[src/rtl/jzjpcc_fetch_pkg.sv]
// jzjpcc_fetch_pkg: shared types and helpers for the fetch-stage PC and branch target buffer.
//   btb_entry_t : one BTB entry (valid, tag, target, 2-bit direction counter)
//   ctr_t       : 2-bit saturating direction counter
//   sat_update  : saturating counter step toward the resolved direction
package jzjpcc_fetch_pkg;
    // Tag and target fields are sized for the widest supported PC. Narrower
    // configurations zero-extend into them.
    localparam int PC_W_MAX = 32;
    localparam int FIELD_W = PC_W_MAX - 2;

    typedef logic [1:0] ctr_t;

    localparam ctr_t CTR_MIN = 2'b00;
    localparam ctr_t CTR_WEAK_TAKEN = 2'b10;
    localparam ctr_t CTR_MAX = 2'b11;

    typedef struct packed {
        logic valid;
        logic [FIELD_W-1:0] tag;
        logic [FIELD_W-1:0] target;
        ctr_t ctr;
    } btb_entry_t;

    function automatic ctr_t sat_update(input ctr_t ctr, input logic taken);
        return taken ? (ctr == CTR_MAX ? CTR_MAX : ctr + 2'd1)
                     : (ctr == CTR_MIN ? CTR_MIN : ctr - 2'd1);
    endfunction
endpackage

[src/rtl/jzjpcc_btb.sv]
// jzjpcc_btb: direct-mapped branch target buffer with 2-bit direction counters.
//   clock, reset   : clock and asynchronous active-high reset (clears valid bits only)
//   lookup_pc      : PC[PC_WIDTH-1:2] looked up combinationally
//   lookup_taken   : entry hits and its counter predicts taken
//   lookup_target  : target stored in the indexed entry
//   update_*       : resolved control transfer, trains the BTB at the clock edge
//   flush          : invalidates every entry at the clock edge; beats update
module jzjpcc_btb
    import jzjpcc_fetch_pkg::*;
#(
    parameter int PC_WIDTH = 32,
    parameter int BTB_ENTRIES = 16
) (
    input  logic                clock,
    input  logic                reset,
    input  logic [PC_WIDTH-3:0] lookup_pc,
    output logic                lookup_taken,
    output logic [PC_WIDTH-3:0] lookup_target,
    input  logic                update_valid,
    input  logic [PC_WIDTH-3:0] update_pc,
    input  logic [PC_WIDTH-3:0] update_target,
    input  logic                update_taken,
    input  logic                flush
);
    localparam int IDX = $clog2(BTB_ENTRIES);

    btb_entry_t mem [BTB_ENTRIES];
    btb_entry_t rd, wr;
    logic [IDX-1:0] rd_idx, wr_idx;
    logic [FIELD_W-1:0] rd_tag, wr_tag;
    logic wr_hit;

    always_comb begin
        rd_idx = lookup_pc[IDX-1:0];
        wr_idx = update_pc[IDX-1:0];
        rd_tag = FIELD_W'(lookup_pc[PC_WIDTH-3:IDX]);
        wr_tag = FIELD_W'(update_pc[PC_WIDTH-3:IDX]);
        rd = mem[rd_idx];
        wr = mem[wr_idx];
        wr_hit = wr.valid && wr.tag == wr_tag;
        lookup_taken = rd.valid && rd.tag == rd_tag && rd.ctr[1];
        lookup_target = rd.target[PC_WIDTH-3:0];
    end

    // Only the valid bits are reset; the payload of an invalid entry is never used.
    // A not-taken miss leaves the entry alone, so it never allocates.
    always_ff @(posedge clock or posedge reset) begin
        if (reset) begin
            for (int i = 0; i < BTB_ENTRIES; i++) mem[i].valid <= 1'b0;
        end else if (flush) begin
            for (int i = 0; i < BTB_ENTRIES; i++) mem[i].valid <= 1'b0;
        end else if (update_valid && (wr_hit || update_taken)) begin
            mem[wr_idx] <= '{
                valid:  1'b1,
                tag:    wr_tag,
                target: update_taken ? FIELD_W'(update_target) : wr.target,
                ctr:    wr_hit ? sat_update(wr.ctr, update_taken) : CTR_WEAK_TAKEN
            };
        end
    end
endmodule

[src/rtl/jzjpcc_pc_btb.sv]
// jzjpcc_pc_btb: fetch-stage program counter with BTB-based next-PC prediction.
//   clock, reset          : clock and asynchronous active-high reset
//   stall_fetch           : PC register holds (beats redirect)
//   redirect_valid/_pc    : execute-stage correction, highest nextPC priority
//   update_*              : resolved branch/jump used to train the BTB
//   flush_btb             : invalidate all BTB entries
//   currentPC_fetch       : registered fetch PC [PC_WIDTH-1:2]
//   nextPC                : combinational next PC for the memory address register
//   predicted_taken_fetch : BTB predicts currentPC_fetch taken
module jzjpcc_pc_btb
    import jzjpcc_fetch_pkg::*;
#(
    parameter int PC_WIDTH = 32,
    parameter logic [31:0] RESET_VECTOR = 32'h00000000,
    parameter int BTB_ENTRIES = 16
) (
    input  logic                clock,
    input  logic                reset,
    input  logic                stall_fetch,
    input  logic                redirect_valid,
    input  logic [PC_WIDTH-3:0] redirect_pc,
    input  logic                update_valid,
    input  logic [PC_WIDTH-3:0] update_pc,
    input  logic [PC_WIDTH-3:0] update_target,
    input  logic                update_taken,
    input  logic                flush_btb,
    output logic [PC_WIDTH-3:0] currentPC_fetch,
    output logic [PC_WIDTH-3:0] nextPC,
    output logic                predicted_taken_fetch
);
    logic [PC_WIDTH-3:0] pred_target;

    jzjpcc_btb #(.PC_WIDTH(PC_WIDTH), .BTB_ENTRIES(BTB_ENTRIES)) u_btb (
        .clock(clock),
        .reset(reset),
        .lookup_pc(currentPC_fetch),
        .lookup_taken(predicted_taken_fetch),
        .lookup_target(pred_target),
        .update_valid(update_valid),
        .update_pc(update_pc),
        .update_target(update_target),
        .update_taken(update_taken),
        .flush(flush_btb)
    );

    // PC field starts at bit 2, so +1 here is +4 bytes; wraps silently.
    assign nextPC = redirect_valid ? redirect_pc
                  : predicted_taken_fetch ? pred_target
                  : currentPC_fetch + (PC_WIDTH-2)'(1);

    // A stalled redirect is not latched; the requester keeps redirect_valid up.
    always_ff @(posedge clock or posedge reset) begin
        if (reset) currentPC_fetch <= RESET_VECTOR[PC_WIDTH-1:2];
        else if (!stall_fetch) currentPC_fetch <= nextPC;
    end
endmodule

[config.mk]
export PLATFORM = sky130hd
export DESIGN_NAME = jzjpcc_pc_btb
export DESIGN_NICKNAME = d
export VERILOG_FILES = /design/src/rtl/jzjpcc_fetch_pkg.sv /design/src/rtl/jzjpcc_btb.sv /design/src/rtl/jzjpcc_pc_btb.sv
export SDC_FILE = /design/constraint.sdc
export NUM_CORES = 2
export LEC_CHECK = 0
export BUFFER_PORTS_ARGS = -buffer_cell sky130_fd_sc_hd__buf_2
export CORE_ASPECT_RATIO = 0.7
export CORE_MARGIN = 2
export CORE_UTILIZATION = 63
export DETAILED_ROUTE_END_ITERATION = 8
export PLACE_DENSITY = 0.81
export SLEW_MARGIN = 30
export SYNTH_ARGS = -nofsm -noshare
export SYNTH_HDL_FRONTEND = slang
export SYNTH_SLANG_ARGS = --single-unit
[constraint.sdc]
create_clock -name clock -period 9.89 [get_ports clock]
set_input_delay 2.967 -clock clock [delete_from_list [all_inputs] [get_ports clock]]
set_output_delay 2.967 -clock clock [all_outputs]
set_load 0.02 [all_outputs]
==> impl_results.md <==
- Largest family of logic cells by synthesized area: multiplexers
- Startpoint class of the critical path: register
- Total gr overflow: 0
- Seq pwr share: 46.8%
- Postcts setup bufs: 0
- Max IR drop VDD: 0.176 mV
- Finished Cell Area: 52100 sq um
- Compound-cell area share of the yosys netlist: 3.82%
- Crit. End Element: output port
- Routed vias/inst: 7.97
- Syn Area/Cell: 18.8 sq um
- Max Cap Viol: 0
- DR WL/cell: 39.5 um
- Max Clk Rate: 0.103 GHz
- CP Data Required Time: 6.92 ns
- TritonCTS Buffers: 90
- Minimum clock period: 9.70 ns
- Lkg Pwr: 17.3 nW
- Reg clk slew, reported paths: 0.06 ns
- Pwr Density: 192 nW/um^2
- Internal power: 7.36 mW
- Final WL: 146 mm
- Post-Synth XOR/XNOR Area: 1.38%
- Global-route wire length before repair: 209 mm
- Netlist area before placement: 46900 sq um
- Clk pwr share: 36.9%
- Cell Rows: 83
- Share of cells above drive strength 1: 35.3%
- Hold Path Class: register to register
- Synth Area in Simple Gates: 2.65%
- Io pins: 158
- EDFF count, synth: 928
- Main synth FF type: edfxtp_1
- Crit path arrival time: 6.73 ns
- Critical path cell sequence: buf_4 > mux4_2 > o21ai_1 > a211oi_1 > a31oi_1 > a2111oi_1 > nand4_4 > buf_4 > mux2i_1 > mux2i_1 > buf_2
- Worst reg-to-reg setup slack: 3.87 ns
- Design Power: 10.0 mW
- Area of the die: 76700 sq um
- Worst Tran Pin Value: 0.974 ns
- Slew headroom: 34.9%
- Largest net degree at the start of global routing: 72
- Crit path max fanout: 44
- Skew final: 0.0328 ns
- Post-cts sizing count: 0
- Die height: 232 um
- Final Cycle Share: 98.1%
- Post-detail-place hpwl: 88.3 mm
- Synth async-reset ratio: 4.72%
- Post-synthesis mux area share: 28.0%
- H-Tree Depth: 3
- Clk_lat worst skew: 0.70 ns
- Area share of the leading cell type in the synthesized netlist: 59.4%
- Final setup vio count: 0
- Core area: 73500 sq um
- Cell Count, Final, Fillers Out: 3695
- Fin. max-slew vios: 0
- Area leader, netlist: edfxtp_1
- Port bufs: 157
- Failing checks: design-rule violations
- Max stage delay on crit path: 1.01 ns
- Worst path top cell family by delay: compound AO/OA/AOI/OAI gates
- Setup TNS: 0 ns
- Post-Synth Adder-Cell Area: 0.0480%
- Register area share after synthesis: 61.8%
- Comb pwr share: 16.3%
- Vias in the first global route: 29.1k
- Cell Area, Placed: 49000 sq um
- Yosys reg bits: 974
- Initial DRT Pass Iterations: 9
- Run status: complete, but fails checks
- Initial antenna violation count: 11
- DR vias: 29.4k
- Area Growth Syn to Fin: 11.1%
- Post-placement cell count: 3520
- Sw frac: 26.6%
- RSZ-0062 raised after global routing: false
- Root buf cell: clkbuf_16
- Post-DRT Antenna Nets: 0
- Switching Power: 2.66 mW
- Yosys cell types: 74
- Tot GR Track Use: 38.9%
- Synth Instances: 2493
- Mapped Nets: 2591
- Yosys warns: 0
- Area contributors post-synth: edfxtp_1 (59%), mux4_2 (23%), mux2i_1 (3.5%), dfrtp_1 (2.5%), mux2_2 (1.3%)
- CTS sink cnt: 974
- Count of hold-fix buffers inserted at cts: 0
- Initial Utilization: 63.8%
- Final Hold Vio Count: 0
- Slowest-stage cell, CP: dfrtp_4
- # nets final: 2733
- 1st-iter DRT viols: 5309
- CTS tree: yes
- Core Util, Final: 70.9%
- Final Wtd Congestion: 1.00
- Worst path bufs/invs: 3
- Horiz. Die Dim: 330 um
- Setup CP Type: register to output port
- Longest Clk Path Bufs: 3
- Remaining DRCs: 26
state kept, by name, indices dropped and copies added (netlist names):
signal,cells
u_btb.mem,944
currentPC_fetch,30
kinds of logic after synthesis:
kind of cell	count (synthesis)
simple gates	246
mux	700
buf+inv	250
fa+ha+maj	2
compound gates	247
xor+xnor	74
flops	974
cell type report:
| cell class | instances | area [sq um] |
|---|---|---|
| Sequential cell | 974 | 29000 |
| Clock inverter | 40 | 492 |
| Inverter | 60 | 229 |
| Timing Repair Buffer | 240 | 1550 |
| Antenna cell | 6 | 15.0 |
| Clock buffer | 129 | 2620 |
| Fill cell | 4336 | 21400 |
| Multi-Input combinational cell | 1269 | 17000 |
| Tap cell | 977 | 1220 |
cells in the final DEF (no fill, tap or decap), types with 9 or more instances in the layout:
cell and instances:
nor3_1 12, buf_2 153, xor2_1 18, clkinv_1 10, clkbuf_8 16, nor4_2 15, bufinv_16 10, nor2_1 39
nand2_1 73, mux4_2 484, a22o_1 14, mux2_2 54, o32ai_1 16, buf_4 76, and3_1 12, a21oi_1 30
dfrtp_1 43, nand4_1 9, o21ai_0 19, o21ai_1 22, clkbuf_1 20, a221oi_1 9, clkbuf_16 93, inv_1 54
clkinv_2 14, xnor2_1 56, mux2i_1 162, edfxtp_1 928, o22ai_1 31, a22oi_1 37, nand3_1 24, nor2b_1 11
cell usage after synthesis (6+ instances only):
library cell,number
a21oi_1,30
a221oi_1,9
a222oi_1,6
a22o_1,14
a22oi_1,37
and2_1,6
and3_1,12
buf_1,38
buf_2,44
buf_4,20
clkbuf_1,86
dfrtp_1,46
edfxtp_1,928
inv_1,55
mux2_2,54
mux2i_1,162
mux4_2,484
nand2_1,73
nand2b_1,8
nand3_1,24
nand4_1,9
nor2_1,42
nor2b_1,13
nor3_1,12
nor4_1,22
o21ai_0,19
o21ai_1,22
o22ai_1,31
o32ai_1,16
xnor2_1,56
xor2_1,18
metal layers:
metal	vias to the layer above	share of wire [%]	wire (um)	track usage (%)
li1	10900	-	-	-
met3	456	17	24700	15.7
met5	-	0.036	52	0
met4	8	4.3	6340	14.5
met1	15100	34	49400	53.7
met2	2969	45	65500	56.6
worst paths after layout:
kind                                                start                             end  cells after the start
min in group asynchronous                           reset      u_btb.mem[314]$_DFFE_PP0P_                      3
min reg2reg                    u_btb.mem[377]$_DFFE_PP0P_      u_btb.mem[377]$_DFFE_PP0P_                      2
max                        currentPC_fetch[1]$_DFFE_PP0N_                      nextPC[11]                     11
max reg2reg                currentPC_fetch[1]$_DFFE_PP0N_  currentPC_fetch[3]$_DFFE_PP0N_                      9
max in group asynchronous                           reset  currentPC_fetch[1]$_DFFE_PP0N_                      3
min                            u_btb.mem[377]$_DFFE_PP0P_      u_btb.mem[377]$_DFFE_PP0P_                      2
power by group through the flow:
| stage | clock [mW] | combinational [mW] | sequential (mW) |
|---|---|---|---|
| finish | 3.70 | 1.64 | 4.69 |
| CTS | 3.70 | 1.59 | 4.69 |
| global route | 3.84 | 1.69 | 4.69 |
| global placement | 0 | 1.54 | 4.77 |
| detailed placement | 0 | 1.57 | 4.78 |
| floorplan | 0 | 1.08 | 4.71 |
through the flow:
step | setup WS [ns] | hold slack (ns)
final | 0.189 | 0.569
after global placement | 1.45 | 0.533
after global routing | 0.324 | 0.595
after CTS | 0.706 | 0.566
after detailed placement | 1.44 | 0.556
after floorplan | -1.72 | 0.493
worst register-to-register path, stage by stage, from the launching register on:
cell	delay (ns)
dfrtp_4	1.01
buf_4	0.68
mux4_2	0.40
o21ai_1	0.18
a211oi_1	0.82
a31oi_1	0.37
a2111oi_1	0.81
nand4_4	0.59
mux2i_1	0.82
a222oi_1	0.18
No activity file was read; power rests on OpenSTA's default activity.
